File: config.mk
export PLATFORM = sky130hd
export DESIGN_NAME = multdiv_ctrl
export DESIGN_NICKNAME = d
export VERILOG_FILES = /design/src/rtl/multdiv_pkg.sv /design/src/rtl/multdiv_step_counter.sv /design/src/rtl/multdiv_ctrl.sv
export SDC_FILE = /design/constraint.sdc
export NUM_CORES = 1
export LEC_CHECK = 0
export ABC_AREA = 1
export CORE_MARGIN = 1
export CORE_UTILIZATION = 49
export DETAILED_ROUTE_END_ITERATION = 6
export PLACE_DENSITY = 0.82
export SLEW_MARGIN = 20
export SYNTH_ARGS = -nofsm -noshare
export SYNTH_HDL_FRONTEND = slang
export SYNTH_SLANG_ARGS = --single-unit
File: constraint.sdc
create_clock -name clk -period 5 [get_ports clk]
set_clock_uncertainty 0.05 [all_clocks]
set_input_delay 0.5 -clock clk [delete_from_list [all_inputs] [get_ports clk]]
set_output_delay 0.5 -clock clk [all_outputs]
set_load 0.005 [all_outputs]
File: src/rtl/multdiv_pkg.sv
// Shared definitions for the multiply/divide sequencing controller.
package multdiv_pkg;

  typedef enum logic [1:0] {
    ST_IDLE = 2'b00,
    ST_LOAD = 2'b01,
    ST_RUN  = 2'b10,
    ST_DONE = 2'b11
  } state_e;

  localparam logic OP_MULT = 1'b0;
  localparam logic OP_DIV  = 1'b1;

  // Selects the operation for a start request; multiply wins a tie.
  function automatic logic start_op(input logic mult, input logic div);
    return (div && !mult) ? OP_DIV : OP_MULT;
  endfunction

endpackage

File: src/rtl/multdiv_step_counter.sv
// Iteration counter for the multiply/divide sequencer: loadable, clearable,
// saturating at STEPS-1 where it raises its terminal-count flag.
module multdiv_step_counter #(
  parameter int unsigned STEPS = 32
) (
  input  logic                   clk,
  input  logic                   clr,
  input  logic                   sclr,
  input  logic                   ld,
  input  logic [$clog2(STEPS):0] ld_val,
  input  logic                   en,
  output logic [$clog2(STEPS):0] cnt,
  output logic                   tc_c
);

  localparam int unsigned      CNT_W = $clog2(STEPS) + 1;
  localparam logic [CNT_W-1:0] LAST  = CNT_W'(STEPS - 1);

  logic [CNT_W-1:0] cnt_nxt;
  logic             cnt_we;

  // Priority: clear, load, then count; holds once the terminal count is reached.
  always_comb begin
    cnt_nxt = cnt;
    cnt_we  = 1'b0;
    if (sclr) begin
      cnt_nxt = '0;
      cnt_we  = 1'b1;
    end else if (ld) begin
      cnt_nxt = ld_val;
      cnt_we  = 1'b1;
    end else if (en && !tc_c) begin
      cnt_nxt = cnt + CNT_W'(1);
      cnt_we  = 1'b1;
    end
  end

  // Enabled register cell with asynchronous active-high clear.
  always_ff @(posedge clk or posedge clr) begin
    if (clr) begin
      cnt <= '0;
    end else if (cnt_we) begin
      cnt <= cnt_nxt;
    end
  end

  assign tc_c = (cnt == LAST);

endmodule

File: src/rtl/multdiv_ctrl.sv
// Sequencing controller for the iterative multiply/divide unit: LOAD, STEPS
// RUN iterations, then a one-cycle DONE carrying the exception flag and tag.
module multdiv_ctrl
  import multdiv_pkg::*;
#(
  parameter int unsigned WIDTH = 32,
  parameter int unsigned STEPS = WIDTH,
  parameter int unsigned TAG_W = 5
) (
  input  logic                   clk,
  input  logic                   clr_n,
  input  logic                   ctrl_mult,
  input  logic                   ctrl_div,
  input  logic [TAG_W-1:0]       dst_tag_in,
  input  logic                   divisor_zero,
  input  logic                   mult_ovf,
  input  logic                   flush,
  output logic                   load_ops,
  output logic                   step_en,
  output logic                   is_div,
  output logic [$clog2(STEPS):0] step_cnt,
  output logic                   busy,
  output logic                   stall,
  output logic                   result_rdy,
  output logic                   exception,
  output logic [TAG_W-1:0]       dst_tag_out
);

  localparam int unsigned CNT_W = $clog2(STEPS) + 1;

  state_e           state, state_nxt;
  logic             start;
  logic             accept;
  logic             is_div_nxt;
  logic             exc_nxt;
  logic [TAG_W-1:0] tag_nxt;
  logic             cnt_tc_c;
  logic             cnt_sclr;
  logic             cnt_ld;
  logic             cnt_en;

  assign start  = ctrl_mult | ctrl_div;
  // Starts are only honoured when idle or finishing, and never alongside a flush.
  assign accept = start && !flush && (state == ST_IDLE || state == ST_DONE);

  // Next-state and latched-operand logic.
  always_comb begin
    state_nxt  = state;
    is_div_nxt = is_div;
    tag_nxt    = dst_tag_out;
    exc_nxt    = exception;
    case (state)
      ST_IDLE: begin
        if (start) state_nxt = ST_LOAD;
      end
      ST_LOAD: begin
        if (is_div && divisor_zero) begin
          state_nxt = ST_DONE;
          exc_nxt   = 1'b1;
        end else begin
          state_nxt = ST_RUN;
        end
      end
      ST_RUN: begin
        if (cnt_tc_c) begin
          state_nxt = ST_DONE;
          if (!is_div) exc_nxt = mult_ovf;
        end
      end
      ST_DONE: begin
        state_nxt = start ? ST_LOAD : ST_IDLE;
      end
      default: state_nxt = ST_IDLE;
    endcase
    if (accept) begin
      is_div_nxt = start_op(ctrl_mult, ctrl_div);
      tag_nxt    = dst_tag_in;
      exc_nxt    = 1'b0;
    end
    if (flush) begin
      state_nxt = ST_IDLE;
      exc_nxt   = 1'b0;
    end
  end

  // State, latched operands and state-decoded outputs, all registered.
  always_ff @(posedge clk or negedge clr_n) begin
    if (!clr_n) begin
      state       <= ST_IDLE;
      is_div      <= OP_MULT;
      dst_tag_out <= '0;
      exception   <= 1'b0;
      load_ops    <= 1'b0;
      step_en     <= 1'b0;
      busy        <= 1'b0;
      stall       <= 1'b0;
      result_rdy  <= 1'b0;
    end else begin
      state       <= state_nxt;
      is_div      <= is_div_nxt;
      dst_tag_out <= tag_nxt;
      exception   <= exc_nxt;
      load_ops    <= (state_nxt == ST_LOAD);
      step_en     <= (state_nxt == ST_RUN);
      busy        <= (state_nxt != ST_IDLE);
      stall       <= (state_nxt == ST_LOAD) || (state_nxt == ST_RUN);
      result_rdy  <= (state_nxt == ST_DONE);
    end
  end

  // Counter is zeroed on entry to LOAD and held at STEPS-1 through DONE.
  assign cnt_sclr = (state_nxt == ST_IDLE);
  assign cnt_ld   = (state_nxt == ST_LOAD);
  assign cnt_en   = (state == ST_RUN);

  multdiv_step_counter #(
    .STEPS (STEPS)
  ) u_step_counter (
    .clk    (clk),
    .clr    (~clr_n),
    .sclr   (cnt_sclr),
    .ld     (cnt_ld),
    .ld_val (CNT_W'(0)),
    .en     (cnt_en),
    .cnt    (step_cnt),
    .tc_c   (cnt_tc_c)
  );

endmodule

==> results by group, run 1 <==
Status
  – Status: finished, final reports clean

Worst hold path
  – HP Start: exception$_DFFE_PN0P_
  – Worst hold path stage count: 2
  – Worst hold path type: reg2reg

Placement
  – Port bufs: 29
  – GP Congestion: about 0.9
  – Worst slack, placed: 2.324 ns
  – Dpl hpwl: 1570 um

Yosys
  – Mean area per synthesized cell: 9.436 um2
  – Ys flop type: dfrtp_1
  – Post-synthesis cell area: ~1000 um2
  – Post-synthesis sequential area ratio: 0.4866
  – Synth area leader: dfrtp_1
  – Count leader, synth: nand2_1
  – Synthesis-stage register bit count: 20
  – Yosys warns: 0
  – Top cells by count, synth: nand2_1 (21), dfrtp_1 (20), inv_1 (15)
  – Area fraction of the dominant cell type after synthesis: 0.4866
  – Post-synth ARST share: 1.000
  – Synth area leaders: dfrtp_1 (49%), ha_1 (12%), nand2_1 (7.7%)
  – EDFF count, synth: 0
  – Count of cell types in the netlist: 17
  – Synth Instances: ~110
  – Syn_nets: around 130

Global route
  – First-pass GRT wire length: 2946 um
  – Antenna violations before repair: 0
  – Overflow after GRT: 0
  – Pin count of the biggest net entering global routing: 21
  – Vias in the first global route: around 700
  – Total track usage: 0.1906

Critical path
  – Setup crit start kind: flip-flop
  – Reg2reg path depth: 12
  – Critical Path AT: 2.54 ns
  – Reg2Reg Launch Point: u_step_counter.cnt[0]$_DFFE_PN0P_
  – Worst EP required: a little over 5 ns
  – Crit Path Category: reg2reg
  – Worst Setup SP: u_step_counter.cnt[0]$_DFFE_PN0P_
  – CP max FO: 6
  – Worst setup EP type: flip-flop
  – Crit path to: u_step_counter.cnt[2]$_DFFE_PN0P_
  – Setup slack, reg-to-reg: 2.60 ns
  – FF-to-FF End: u_step_counter.cnt[2]$_DFFE_PN0P_

Drt
  – Detailed-route DRC error count: 0
  – Vias post-DR: 832
  – Via density: 4.923
  – WL/cell: 11.60 um
  – Final WL: 1961 um
  – Routed Antenna Nets: 0
  – DRT Pass-1 Iters: 6
  – First DRT Iteration DRCs: 13

STA
  – Final Hold Fails: 0
  – Rel. slew slack: 0.4255
  – Final setup TNS: 0 ns
  – Unrepaired setup endpoints after global routing: false
  – Tightest Pin Transition: 0.8590 ns
  – Tcrit/Tclk final: 0.4810
  – Minimum clock period: around 2.4 ns
  – Final setup viols: 0
  – Setup WS post-layout: 2.595 ns
  – Slew Limit Fails: 0
  – Fin Hold WS: between 0.4 and 0.5 ns
  – Max Freq: 0.4158 GHz

Clock network
  – CTS H-tree lvls: 1
  – Clock latency at the later pin of the worst-skew pair: 0.29 ns
  – CTS sink count: 20
  – Clk root buf: clkbuf_4
  – CTS Buf Count: 3
  – Reg clk slew, reported paths: 0.10 ns
  – Deepest clock path buffer count: 2
  – Hold-fix buffers, CTS: 0
  – Post-CTS setup buffers: 0
  – Post-CTS Resized: 0
  – CTS tree: yes

Floorplan
  – Die Area: between 2000 and 2500 um2
  – Die width: about 48 um
  – Top-level I/O count: 30
  – FP Rows: 16
  – Die Y-Extent: 47.82 um
  – Core outline area: 1962 um2
  – Initial core utilization: 0.5242

Job
  – Number of max-cap violations: 0

Power
  – Pwr Density: 488.2 nW/um2
  – Maximum vdd drop: 0.2676 mV
  – Lkg Pwr: about 0.66 nW

Layout
  – P&R area growth vs syn: 35.04%
  – Fin nets: 165
  – ANT cells: 0
  – Share of cells above drive strength 1: 0.09155
## per-stage QoR
stage                     total power, mW  area [um2]    util  std cells
after CTS                          0.6856        1389  0.7079        169
after detailed placement           0.5955        1353  0.6894        165
after global placement             0.5783        1353  0.6894        165
final                              0.6780        1389  0.7079        169
after floorplan                    0.4405        1028       -        109
after global routing               0.7396        1389  0.7079        169
## sequential cells by signal, summed over array words and instances, names as in the netlist
name,count
busy,1
dst_tag_out,5
exception,1
is_div,1
load_ops,1
result_rdy,1
stall,1
state,2
step_en,1
u_step_counter.cnt,6
## worst min path at each step
| stage | to | slack [ns] |
|---|---|---|
| final | exception$_DFFE_PN0P_ | 0.43 |
| after global routing | exception$_DFFE_PN0P_ | 0.46 |
| after CTS | exception$_DFFE_PN0P_ | 0.44 |
| after detailed placement | exception$_DFFE_PN0P_ | 0.41 |
| after global placement | exception$_DFFE_PN0P_ | 0.41 |
| after floorplan | busy$_DFF_PN0_ | 0.15 |
## layout by cell type, fill, tap and decap left out, drive strengths merged
cell type / n
a32oi: 1
nand3: 10
o21ai: 5
a21oi: 4
nand4: 1
nand2: 22
mux2: 5
clkbuf: 4
ha: 10
clkinv: 1
nor2: 13
dfrtp: 20
o21bai: 1
inv: 15
xor2: 1
clkdlybuf4s50: 29
## per-layer routing
layer | wire [um] | share of wire | vias up | global-route usage
met5 | 0 | 0 | - | 0
met4 | 8 | 0.0041 | 0 | 0.05000
met3 | 77 | 0.039 | 2 | 0.03396
met2 | 996 | 0.51 | 24 | 0.3405
met1 | 879 | 0.45 | 390 | 0.2357
li1 | - | - | 416 | -
## worst max-delay path, cell delays in order, from the launching register on
cell     delay (ns)
dfrtp_1        0.45
ha_1           0.26
nand3_2        0.13
nor2_1         0.06
o21ai_0        0.15
nand2_1        0.07
nand3_1        0.11
inv_1          0.09
ha_1           0.25
nor2_1         0.36
nand2_4        0.11
a21oi_1        0.15
nor2_1         0.06
## power breakdown
| part | internal (mW) | switching, mW |
|---|---|---|
| Clock | 0.0443 | 0.0450 |
| Sequential | 0.218 | 0.0341 |
| Combinational | 0.173 | 0.163 |
| Total | 0.436 | 0.242 |
## logic make-up (layout without fill, tap and decap cells)
kind of cell	Yosys count	in the layout	share of synthesized area
XOR/XNOR	1	1	0.008517
adder cells (fa/ha/maj)	10	10	0.1217
multiplexers	5	5	0.05474
AND/OR/NAND/NOR	46	46	0.1995
buffers and inverters	16	49	0.05839
AO/OA/AOI/OAI	11	11	0.07056
flip-flops	20	20	0.4866
## layout make-up
cell class / count / area (um2)
clock buffer: 4 / 36.28
tap: 27 / 33.78
sequential: 20 / 500.5
multi-input combinational: 73 / 467.9
fill: 167 / 573.1
timing repair buffer: 29 / 290.3
inverter: 16 / 60.06
(Power assumes the default switching activity.)
==> run 2, diff against run 1 <==
--- a/config.mk
+++ b/config.mk
@@ -7,9 +7,9 @@
 export LEC_CHECK = 0
 export ABC_AREA = 1
 export CORE_MARGIN = 1
-export CORE_UTILIZATION = 49
+export CORE_UTILIZATION = 41
 export DETAILED_ROUTE_END_ITERATION = 6
-export PLACE_DENSITY = 0.82
+export PLACE_DENSITY = 0.73
 export SLEW_MARGIN = 20
 export SYNTH_ARGS = -nofsm -noshare
 export SYNTH_HDL_FRONTEND = slang
==> constraint.sdc (replaced) <==
create_clock -name clk -period 2 [get_ports clk]
set_clock_uncertainty 0.05 [all_clocks]
set_input_delay 0.2 -clock clk [delete_from_list [all_inputs] [get_ports clk]]
set_output_delay 0.2 -clock clk [all_outputs]
set_load 0.005 [all_outputs]
==> run 2 against run 1 <==
  * Worst setup slack got worse by 2.5 ns
  * Sequential power rose by 140%
  * Clock power rose by 150%
  * Worst hold slack got worse by 0.24 ns
  * Via count rose by 5.2%
  * First-iteration DRC count fell by 15%
  * Critical path type unchanged
==> results by group, run 2 (synthesis results as in run 1) <==
Status
  – Status: finished, final reports clean

STA
  – Unrepaired setup endpoints after global routing: false
  – Setup WS post-layout: 0.1348 ns
  – Minimum clock period: 1.865 ns
  – Tcrit/Tclk final: 0.9326
  – Final setup viols: 0
  – Rel. slew slack: 0.8294
  – Max Freq: 0.5361 GHz
  – Tightest Pin Transition: 0.2558 ns
  – Final Hold Fails: 0
  – Slew Limit Fails: 0

Layout
  – Top Registers: u_step_counter.cnt x6, dst_tag_out x5, state x2
  – Max FFs per register: 6
  – Most flop-heavy register: u_step_counter.cnt
  – Fin nets: 179
  – # fillers: 202
  – ANT cells: 0
  – Share of cells above drive strength 1: 0.2244
  – P&R area growth vs syn: 47.32%
  – Most common cell after layout, fill and taps aside: clkdlybuf4s50_1
  – Leading cell types in the layout, fill and taps excluded: clkdlybuf4s50_1 (29), nand2_1 (21), dfrtp_1 (20), buf_4 (14), inv_1 (13)

Placement
  – Port bufs: 29
  – Worst slack, placed: -0.05330 ns
  – GP Congestion: 0.7941
  – Dpl hpwl: about 1700 um

Clock network
  – Deepest clock path buffer count: 2
  – CTS Buf Count: 3
  – Hold-fix buffers, CTS: 0
  – Clk root buf: clkbuf_4
  – CTS H-tree lvls: 1
  – Reg clk slew, reported paths: 0.10 ns
  – CTS tree: yes
  – Clock latency at the later pin of the worst-skew pair: 0.28 ns
  – CTS sink count: 20

Floorplan
  – Top-level I/O count: 30
  – Die Y-Extent: 52.09 um
  – Core outline area: 2297 um2
  – Die Area: ~2700 um2
  – Initial core utilization: 0.4477
  – FP Rows: 17
  – Die width: 52.09 um

Power
  – Pwr Density: 1228 nW/um2
  – Lkg Pwr: 0.7293 nW
  – Maximum vdd drop: 0.7823 mV
  – Total power: 1.860 mW

Critical path
  – Worst EP required: 2.13 ns
  – Worst setup EP type: flip-flop
  – Setup crit start kind: flip-flop
  – CP max FO: 5
  – CP max stage delay: 0.40 ns
  – Reg2reg path depth: 10
  – Cells along the critical path: inv_2, ha_1, inv_1, nor2_1, inv_1, ha_2, nor2_4, nand2_4, a21oi_1, nor2_1
  – Worst path slowest cell: dfrtp_1
  – Crit Path Category: reg2reg
  – Critical Path AT: roughly 2.0 ns

Drt
  – First DRT Iteration DRCs: 11
  – Vias post-DR: 875
  – Detailed-route DRC error count: 0
  – DRT Pass-1 Iters: 5
  – Routed Antenna Nets: 0
  – Via density: roughly 4.8
  – WL/cell: 11.23 um
  – Final WL: 2067 um

Job
  – Number of max-cap violations: 0

Global route
  – Vias in the first global route: a little over 800
  – First-pass GRT wire length: 3436 um
  – Total track usage: 0.1724
  – Overflow after GRT: 0
  – Pin count of the biggest net entering global routing: 21
  – Antenna violations before repair: 0

Worst hold path
  – Worst hold path type: in2async
-- run 2: layer usage --
layer	track usage	vias to the layer above	routed length, um
li1	-	444	-
met1	0.2132	407	877
met2	0.3077	22	1097
met3	0.02924	2	78
met4	0.04054	0	13
met5	0	-	0
-- run 2: timing repair --
action	4_1_cts	5_1_grt
gates resized for setup	1	7
pin swaps	1	2
setup endpoints to repair	2	6
setup buffers	1	1
-- run 2: final timing paths --
| check | slack (ns) | endpoint | from |
|---|---|---|---|
| worst max-delay path | 0.13 | u_step_counter.cnt[2]$_DFFE_PN0P_ | state[0]$_DFF_PN0_ |
| worst min-delay path | 0.20 | u_step_counter.cnt[3]$_DFFE_PN0P_ | clr_n |
| worst max register to register | 0.13 | u_step_counter.cnt[2]$_DFFE_PN0P_ | state[0]$_DFF_PN0_ |
| worst min register to register | 0.44 | exception$_DFFE_PN0P_ | exception$_DFFE_PN0P_ |
| max in group asynchronous | 1.50 | step_en$_DFF_PN0_ | clr_n |
| min in group clk | 0.44 | exception$_DFFE_PN0P_ | exception$_DFFE_PN0P_ |
-- run 2: critical path: cells and delay by family, from the launching register on --
family          cells  cell delay [ns]
fa+ha+maj           2             0.47
simple gates        4             0.46
buf+inv             3             0.25
flops               1             0.40
compound gates      1             0.13
-- run 2: report_power, final --
part / internal [mW] / switching [mW] / leakage (nW)
Sequential: 0.544 / 0.0681 / 0.257
Clock: 0.111 / 0.108 / 0.0210
Combinational: 0.558 / 0.471 / 0.452
Total: 1.21 / 0.647 / 0.729
-- run 2: layout make-up --
cell class                 count  area, um2  share of cell area
clock buffer                   4      36.28             0.02395
timing repair buffer          43      395.4              0.2609
tap                           28      35.03             0.02312
inverter                      16      60.06             0.03964
multi-input combinational     73      488.0              0.3220
sequential                    20      500.5              0.3303
-- run 2: stage by stage --
| stage | instance area, um2 | instances | TNS [ns] | hold WS (ns) | util |
|---|---|---|---|---|---|
| 4_1_cts | 1498 | 183 | 0 | 0.1983 | 0.6520 |
| 6_report | 1515 | 184 | 0 | 0.1969 | 0.6596 |
| 5_1_grt | 1515 | 184 | 0 | 0.2033 | 0.6596 |
| 3_5_place_dp | 1451 | 178 | -0.1345 | 0.4113 | 0.6318 |
| 2_1_floorplan | 1036 | 109 | 0 | -0.1456 | - |
| 3_3_place_gp | 1451 | 178 | 0 | 0.4096 | 0.6318 |
==> run 3, diff against run 2 <==
--- a/config.mk
+++ b/config.mk
@@ -10,6 +10,7 @@
 export CORE_UTILIZATION = 41
 export DETAILED_ROUTE_END_ITERATION = 6
 export PLACE_DENSITY = 0.73
+export SKIP_LAST_GASP = 1
 export SLEW_MARGIN = 20
 export SYNTH_ARGS = -nofsm -noshare
 export SYNTH_HDL_FRONTEND = slang
==> results of run 3 <==
Same layout as run 2: the final DEF is identical, and so are final timing and power.
